## config.mk

```make
export PLATFORM = sky130hd
export DESIGN_NAME = nem_ohmux_sel_seq
export DESIGN_NICKNAME = d
export VERILOG_FILES = /design/src/rtl/nem_seq_pkg.sv /design/src/rtl/nem_dly_cnt.sv /design/src/rtl/nem_ohmux_sel_seq.sv
export SDC_FILE = /design/constraint.sdc
export NUM_CORES = 1
export LEC_CHECK = 0
export CELL_PAD_IN_SITES_DETAIL_PLACEMENT = 1
export CELL_PAD_IN_SITES_GLOBAL_PLACEMENT = 1
export CORE_MARGIN = 3
export CORE_UTILIZATION = 30
export DETAILED_ROUTE_END_ITERATION = 10
export PLACE_DENSITY = 0.61
export REMOVE_ABC_BUFFERS = 1
export SLEW_MARGIN = 20
export SYNTH_ARGS = -nofsm -noshare
export SYNTH_HDL_FRONTEND = slang
export SYNTH_HIERARCHICAL = 1
export SYNTH_SLANG_ARGS = --single-unit
```

## constraint.sdc

```tcl
create_clock -name CLK -period 2.6 [get_ports CLK]
set_input_delay 0.39 -clock CLK [delete_from_list [all_inputs] [get_ports CLK]]
set_output_delay 0.39 -clock CLK [all_outputs]
set_load 0.01 [all_outputs]
```

## src/rtl/nem_seq_pkg.sv

```systemverilog
// Shared definitions for the NEM relay mux select sequencer.
//   state_t  : sequencer states
//   MAX_N    : widest supported relay bank
//   onehot() : binary index -> one-hot vector (all zero when idx >= n)
//   tw_calc(): timer width able to hold the longer of the two waits
package nem_seq_pkg;

  localparam int MAX_N = 16;

  typedef enum logic [1:0] {
    INIT    = 2'd0,
    IDLE    = 2'd1,
    RELEASE = 2'd2,
    ACTUATE = 2'd3
  } state_t;

  function automatic logic [MAX_N-1:0] onehot(input int unsigned idx, input int unsigned n);
    logic [MAX_N-1:0] v;
    v = '0;
    if (idx < n) v = MAX_N'(1) << idx;
    return v;
  endfunction

  function automatic int tw_calc(input int t_rel, input int t_act);
    return $clog2((t_rel > t_act) ? t_rel : t_act) + 1;
  endfunction

endpackage

```

## src/rtl/nem_dly_cnt.sv

```systemverilog
// Loadable down-counter used to time the relay release/actuation waits.
//   CLK    : clock, rising edge
//   RST    : asynchronous active-high reset, count <- RST_VAL
//   LD     : load LD_VAL this cycle (has priority over counting)
//   LD_VAL : value to load
//   ZERO   : count has reached zero (counter holds at zero)
module nem_dly_cnt
  #(parameter int W = 4,
    parameter logic [W-1:0] RST_VAL = '0)
  (input  logic         CLK,
   input  logic         RST,
   input  logic         LD,
   input  logic [W-1:0] LD_VAL,
   output logic         ZERO);

  logic [W-1:0] cnt;

  always_ff @(posedge CLK or posedge RST) begin
    if (RST)             cnt <= RST_VAL;
    else if (LD)         cnt <= LD_VAL;
    else if (cnt != '0)  cnt <= cnt - W'(1);
  end

  assign ZERO = (cnt == '0);

endmodule

```

## src/rtl/nem_ohmux_sel_seq.sv

```systemverilog
// Select driver for a one-hot NEM relay mux bank. Turns a binary select
// request into a one-hot S vector with break-before-make sequencing:
// release the old relay, wait T_REL, actuate the new one, wait T_ACT,
// then flag SETTLED. S is never driven with two bits high.
//   CLK/RST  : clock / asynchronous active-high reset
//   REQ_VLD  : request valid; REQ_RDY: accepting (IDLE only)
//   REQ_SEL  : binary input index; REQ_OFF: deselect all
//   S        : one-hot or all-zero relay select
//   SETTLED  : S stable, mux output valid
//   BUSY     : release/actuate sequence in progress (also during INIT)
//   ERR      : one-cycle pulse when an out-of-range index is rejected
module nem_ohmux_sel_seq
  import nem_seq_pkg::*;
  #(parameter int N_IN  = 2,
    parameter int T_REL = 4,
    parameter int T_ACT = 6,
    localparam int SW   = (N_IN > 2) ? $clog2(N_IN) : 1)
  (input  logic            CLK,
   input  logic            RST,
   input  logic            REQ_VLD,
   output logic            REQ_RDY,
   input  logic [SW-1:0]   REQ_SEL,
   input  logic            REQ_OFF,
   output logic [N_IN-1:0] S,
   output logic            SETTLED,
   output logic            BUSY,
   output logic            ERR);

  localparam int TW = tw_calc(T_REL, T_ACT);

  state_t            state, state_n;
  logic [N_IN-1:0]   s_q, s_n;
  logic              settled_q, settled_n;
  logic              rdy_q, rdy_n;
  logic              busy_q, busy_n;
  logic              err_n;
  logic              err_q;
  logic [SW-1:0]     tgt_idx, tgt_idx_n;
  logic              tgt_off, tgt_off_n;
  logic              ld;
  logic [TW-1:0]     ld_val;
  logic              tmr_zero;
  logic [N_IN-1:0]   req_vec;
  logic [N_IN-1:0]   tgt_vec;
  logic              req_bad;

  // Timer starts loaded with the release wait: relay position is unknown
  // after reset, so INIT holds S low for a full release time.
  nem_dly_cnt #(.W(TW), .RST_VAL(TW'(T_REL - 1))) u_dly (
    .CLK    (CLK),
    .RST    (RST),
    .LD     (ld),
    .LD_VAL (ld_val),
    .ZERO   (tmr_zero)
  );

  assign req_bad = !REQ_OFF && (32'(REQ_SEL) >= 32'(N_IN));
  assign req_vec = REQ_OFF ? '0 : N_IN'(onehot(32'(REQ_SEL), N_IN));
  assign tgt_vec = N_IN'(onehot(32'(tgt_idx), N_IN));

  always_comb begin
    state_n   = state;
    s_n       = s_q;
    settled_n = settled_q;
    rdy_n     = rdy_q;
    busy_n    = busy_q;
    err_n     = 1'b0;
    tgt_idx_n = tgt_idx;
    tgt_off_n = tgt_off;
    ld        = 1'b0;
    ld_val    = '0;
    case (state)
      INIT: begin
        if (tmr_zero) begin
          state_n   = IDLE;
          settled_n = 1'b1;
          rdy_n     = 1'b1;
          busy_n    = 1'b0;
        end
      end
      IDLE: begin
        if (REQ_VLD && rdy_q) begin
          if (req_bad) begin
            err_n = 1'b1;
          end else begin
            tgt_idx_n = REQ_SEL;
            tgt_off_n = REQ_OFF;
            // Requesting the current position needs no relay movement.
            if (req_vec != s_q) begin
              settled_n = 1'b0;
              rdy_n     = 1'b0;
              busy_n    = 1'b1;
              ld        = 1'b1;
              if (s_q != '0) begin
                // Break first: drop the active relay before making the new one.
                s_n     = '0;
                state_n = RELEASE;
                ld_val  = TW'(T_REL - 1);
              end else begin
                s_n     = req_vec;
                state_n = ACTUATE;
                ld_val  = TW'(T_ACT - 1);
              end
            end
          end
        end
      end
      RELEASE: begin
        if (tmr_zero) begin
          if (tgt_off) begin
            state_n   = IDLE;
            settled_n = 1'b1;
            rdy_n     = 1'b1;
            busy_n    = 1'b0;
          end else begin
            s_n     = tgt_vec;
            state_n = ACTUATE;
            ld      = 1'b1;
            ld_val  = TW'(T_ACT - 1);
          end
        end
      end
      ACTUATE: begin
        if (tmr_zero) begin
          state_n   = IDLE;
          settled_n = 1'b1;
          rdy_n     = 1'b1;
          busy_n    = 1'b0;
        end
      end
      default: state_n = INIT;
    endcase
  end

  always_ff @(posedge CLK or posedge RST) begin
    if (RST) begin
      state     <= INIT;
      s_q       <= '0;
      settled_q <= 1'b0;
      rdy_q     <= 1'b0;
      busy_q    <= 1'b1;
      err_q     <= 1'b0;
      tgt_idx   <= '0;
      tgt_off   <= 1'b1;
    end else begin
      state     <= state_n;
      s_q       <= s_n;
      settled_q <= settled_n;
      rdy_q     <= rdy_n;
      busy_q    <= busy_n;
      err_q     <= err_n;
      tgt_idx   <= tgt_idx_n;
      tgt_off   <= tgt_off_n;
    end
  end

  assign S       = s_q;
  assign SETTLED = settled_q;
  assign REQ_RDY = rdy_q;
  assign BUSY    = busy_q;
  assign ERR     = err_q;

endmodule

```

---- Yosys cells after proc, flatten, opt, wreduce, memory -nomap -nowiden ----
Index checks and enable logic that the tools add are counted.
operators by class
  add/sub/neg operators ................... 1
  multipliers ............................. 0
  divide/modulo/power cells ............... 0
  magnitude comparators ................... 0
  equal/unequal tests ..................... 10
  shift-type cells ........................ 2
  mux-type cells .......................... 39
  bitwise logic cells ..................... 0
  reduce and logical (&&, ||, !) cells .... 12
operator list
  cell                   number
  $mux W2                11
  $mux W1                15
  $mux W3                5
  $ne A2 B2 Y1 const B   5
  $reduce_and A5 Y1      2
  $mux W4                2
  $pmux W4 S2            1
  $pmux W1 S3            2
  $pmux W2 S3            1
  $reduce_bool A2 Y1     3
  $eq A2 B2 Y1 const B   2
  $logic_not A4 Y1       1
  $pmux W2 S2            1
  $reduce_and A4 Y1      1
  $reduce_bool A4 Y1     1
  $shl A1 B1 Y2 const A  2
  $sub A4 B1 Y4 const B  1
  $eq A2 B1 Y1 const B   1
  $logic_not A2 Y1       1
  $ne A2 B1 Y1 const B   1
  $ne A2 B2 Y1           1
  $pmux W1 S2            1
  $reduce_and A2 Y1      1
  $reduce_or A2 Y1       1
  $logic_and A1 B1 Y1    1
word-level totals
  register bits after elaboration ......... 12
  latch bits .............................. 0
  bits in writable memories ............... 0
  ROM bits ................................ 0
  memories kept ........................... 0

---- Longest topological paths before layout ----
  word-level depth ........................ 7
  gate-level depth with buffers ........... 8
  gate-level depth less buffers ........... 7

---- Cells and area by module ----
The synthesis kept the hierarchy.
modules (own cells, without submodules)
  module             times used  cells an instance  area an instance (µm²)
  nem_ohmux_sel_seq  1           60                 545.5
  nem_dly_cnt        1           23                 239.0

---- Worst setup path before layout ----
OpenSTA, ideal clock, no wires.
  path type ............................... register to register
  from .................................... register s_q[1], in the netlist S[1]
  to ...................................... register u_dly.cnt[3]
  library setup time ...................... 0.126 ns
  arrival ................................. 1.932 ns
  data required time ...................... 2.474 ns
  path slack .............................. 0.542 ns
  stages on the path, launching flop included .. 9
  path buffers ............................ 1
  period minus slack after synthesis ...... 2.058 ns
  cell sequence ........................... dfrtp_1 > nor4bb_1 > a21o_2 > nor3_2 > nand2_1 > a21oi_1 > clkbuf_1 > nor3_1 > a221o_1
between the ends
  cells in the longest elaborated chain, start to end .. 5
ends and longest elaborated chain
  element                                        RTL line                  text
  from (decl)                                    nem_ohmux_sel_seq.sv:32   logic [N_IN-1:0] s_q, s_n;
  from (signal assigned)                         nem_ohmux_sel_seq.sv:147  s_q <= s_n;
  $ne A2 B2 Y1 *                                 nem_ohmux_sel_seq.sv:89   if (req_vec != s_q) begin
  $mux W1 *                                      nem_ohmux_sel_seq.sv:89
  $mux W1 *                                      nem_ohmux_sel_seq.sv:82   if (REQ_VLD && rdy_q) begin
  $pmux W1 S2 *                                  nem_ohmux_sel_seq.sv:72   case (state)
  via ld                                         nem_ohmux_sel_seq.sv:40   logic ld;
  $mux W4 or $reduce_bool A2 Y1 (tied branches)  n/a
  to (signal assigned)                           nem_dly_cnt.sv:21         else if (cnt != '0) cnt <= cnt - W'(1);
  to (decl)                                      nem_dly_cnt.sv:16         logic [W-1:0] cnt;
Mark *: on every way through the listed nets, which the timed path passes. The rest lies on a longest branch.
A chain may end at the register's enable or synchronous reset.

---- Final worst setup path ----
  from .................................... input port REQ_SEL
  to ...................................... register u_dly.cnt[3]
between the ends
  cells in the longest elaborated chain, start to end .. 7
ends and longest elaborated chain
  element                                        RTL line                 text
  from (decl)                                    nem_ohmux_sel_seq.sv:22  input logic [SW-1:0] REQ_SEL,
  $shl A1 B1 Y2 *                                nem_seq_pkg.sv:20        if (idx < n) v = MAX_N'(1) << idx;
  $mux W2 *                                      nem_ohmux_sel_seq.sv:58  assign req_vec = REQ_OFF ? '0 : N_IN'(onehot(32'(REQ_SEL), N_IN));
  $ne A2 B2 Y1 *                                 nem_ohmux_sel_seq.sv:89
  $mux W1 *                                      nem_ohmux_sel_seq.sv:89
  $mux W1 *                                      nem_ohmux_sel_seq.sv:82
  $pmux W1 S2 *                                  nem_ohmux_sel_seq.sv:72
  via ld                                         nem_ohmux_sel_seq.sv:40
  $mux W4 or $reduce_bool A2 Y1 (tied branches)  n/a
Marks and branches as above.

==> impl_metrics.py <==
metrics = {
    "outcome": {
        "status": "complete, no violations",
    },
    "clock_network": {
        "cts_tree": "yes",
        "htree_levels": 1,
        "clk_latency_ps": 270,
        "clock-sinks": 12,
        "clkTransAtPathRegs_ps": 70,
        "cts_made_buffers": 3,
        "hold_buffers": 0,
        "clock_path_buffers": 2,
        "cts-root-buf": "clkbuf_4",
        "cts_setup_buffers": 0,
        "post_cts_resize_count": 0,
    },
    "logic_synthesis": {
        "ys_seq_area_share_pct": 38.9,
        "ys_warn_count": 6,
        "synthFlopType": "dfrtp_1",
        "synthDistinctLibCells": 32,
        "ys_ff_latch": 12,
        "yosys.area.top_type_share_pct": 25.5,
        "syn_area_um2": 785,
        "postSynth.asyncResetShare_pct": 100,
        "synth-edff-count": 0,
        "synth.area.top_cells": "dfrtp_1 26%, dfstp_2 13%, mux2_2 5.7%, ha_1 4.8%, a21oi_1 4.5%",
        "syn_avg_cell_area_um2": 9.45,
        "yosysTopAreaCell": "dfrtp_1",
        "synthCells": 83,
    },
    "placed_design": {
        "placed_area_um2": 917,
        "gp_congestion": 0.775,
        "post-place-ws_ps": 158,
        "dp_hpwl_um": 1470,
        "port-buffer-count": 9,
    },
    "floorplanning": {
        "dieArea_um2": 3260,
        "start_util_pct": 33.5,
        "die_h_um": 57.1,
        "io_pins": 11,
        "die_w_um": 57.1,
        "rows": 17,
        "core_um2": 2340,
    },
    "critical_path": {
        "critPathCaptureType": "flop",
        "worstPathMaxFanout": 5,
        "critPathArrivalTime_ps": 2330,
        "path_class": "in -> reg",
        "cp_data_required_time_ps": 2750,
        "start_kind": "input port",
    },
    "timing": {
        "report.final.hold_viol_count": 0,
        "min_period_ps": 2180,
        "skew_ps": 12.8,
        "final.setup.tns_ps": 0,
        "finalCritPeriodShare_pct": 84.0,
        "drv_slew": 0,
        "rsz0062_at_grt": "no",
        "fin_ws_ps": 415,
        "finalSetupViolations": 0,
        "max_clock_freq_mhz": 458,
    },
    "grt": {
        "grtUsageMet1_pct": 17.5,
        "grt_overflow": 0,
        "grt_antenna_before_repair": 0,
        "grt_pass1_vias": 691,
        "grt_use_met2_pct": 18.8,
        "grt_max_degree": 9,
        "grt_use_met3_pct": 2.94,
        "grt-busiest-layer": "met2",
        "grt_pass1_wl_um": 3190,
        "grtUsageTotal_pct": 12.3,
    },
    "min_path": {
        "min_path_type": "in -> async",
    },
    "power": {
        "power_mw": 1.12,
        "power_leakage_nw": 0.407,
        "vdd_drop_max_mv": 0.518,
        "p_per_area_nw_per_um2": 1190,
    },
    "finish": {
        "drive_gt1_share_pct": 20.6,
        "fillers": 289,
        "final_cell_mix": "9 x clkdlybuf4s50_1, 8 x dfrtp_1, 8 x nand2_1, 8 x inv_1, 7 x a21oi_1",
        "final_common_cell": "clkdlybuf4s50_1",
        "antenna_cells": 0,
        "postLayoutCellArea_um2": 943,
        "nets": 106,
        "syn_to_final_growth_pct": 20.3,
    },
    "drt": {
        "drt_iter0_markers": 9,
        "antenna_left": 0,
        "vias": 649,
        "vias_per_cell": 5.19,
        "wirelength_um": 1830,
        "first_pass_iters": 4,
        "drc": 0,
        "wire_per_inst_um": 14.6,
    },
    "flow_run": {
        "maxCapViolations": 0,
    },
}
[cell type report]
cell class / instances / area, um2 / area share [%]
Sequential cell: 12 / 305 / 32.4
Tap cell: 28 / 35.0 / 3.71
Timing Repair Buffer: 12 / 113 / 11.9
Inverter: 8 / 30.0 / 3.18
Multi-Input combinational cell: 61 / 434 / 46.0
Clock buffer: 4 / 26.3 / 2.79
[final timing paths]
| kind | depth (start not counted) | to | slack [ps] | from |
|---|---|---|---|---|
| min | 2 | u_dly/cnt[3] | 330 | RST |
| max | 8 | u_dly/cnt[3] | 420 | REQ_SEL |
| max in group asynchronous | 2 | BUSY | 1900 | RST |
| max reg2reg | 7 | u_dly/cnt[3] | 550 | S[1] |
| min in group CLK | 2 | BUSY | 520 | BUSY |
| min reg2reg | 2 | BUSY | 520 | BUSY |
[sequential cells by signal, indices dropped and copies added (netlist names)]
register   cells
tgt_off        1
REQ_RDY        1
S              2
u_dly/cnt      4
state          2
BUSY           1
tgt_idx        1
[power by group]
group          internal, mW  total (mW)  switching, mW  leakage (nW)
Sequential            0.294       0.374         0.0797         0.133
Clock                0.0593       0.123         0.0635        0.0150
Combinational         0.310       0.625          0.315         0.258
Total                 0.663        1.12          0.458         0.407
[routing by layer]
layer | part of all wire [%] | vias up
met4 | 0.76 | 0
met5 | 0 | -
met2 | 46 | 7
met1 | 51 | 324
li1 | - | 316
met3 | 2.2 | 2
[logic make-up (layout without fill, tap and decap cells)]
group / count (synthesis) / count (layout) / synth area share, %
flops: 12 / 12 / 38.9
xor+xnor: 1 / 1 / 1.12
compound gates: 19 / 19 / 16.9
fa+ha+maj: 3 / 3 / 4.79
other cells: 1 / 2 / 0.478
buf+inv: 11 / 24 / 6.22
mux: 6 / 6 / 8.29
simple gates: 30 / 30 / 23.3
[cells in the mapped netlist, drive strengths merged (3+ instances only)]
master and n:
mux2 4, dfstp 4, ha 3, dfrtp 8, a21oi 7, inv 8, nor3 7, nor2 3
nand2 8, a21o 3, o21ai 5
[critical path: stages]
cell and delay, ps:
clkdlybuf4s50_1 490, nor4bb_1 180, a21o_2 230, nor3_2 130, nand2_1 90, a21oi_1 390
nor3_1 100, a221o_1 330
[stage by stage]
step                      util (%)  hold slack, ps  cells
after floorplan                  -             155     81
after global placement        39.2             515    121
after detailed placement      39.2             513    121
after CTS                     40.3             330    125
after global routing          40.3             336    125
final                         40.3             328    125
Note: power is estimated with default switching activity, not from simulation.
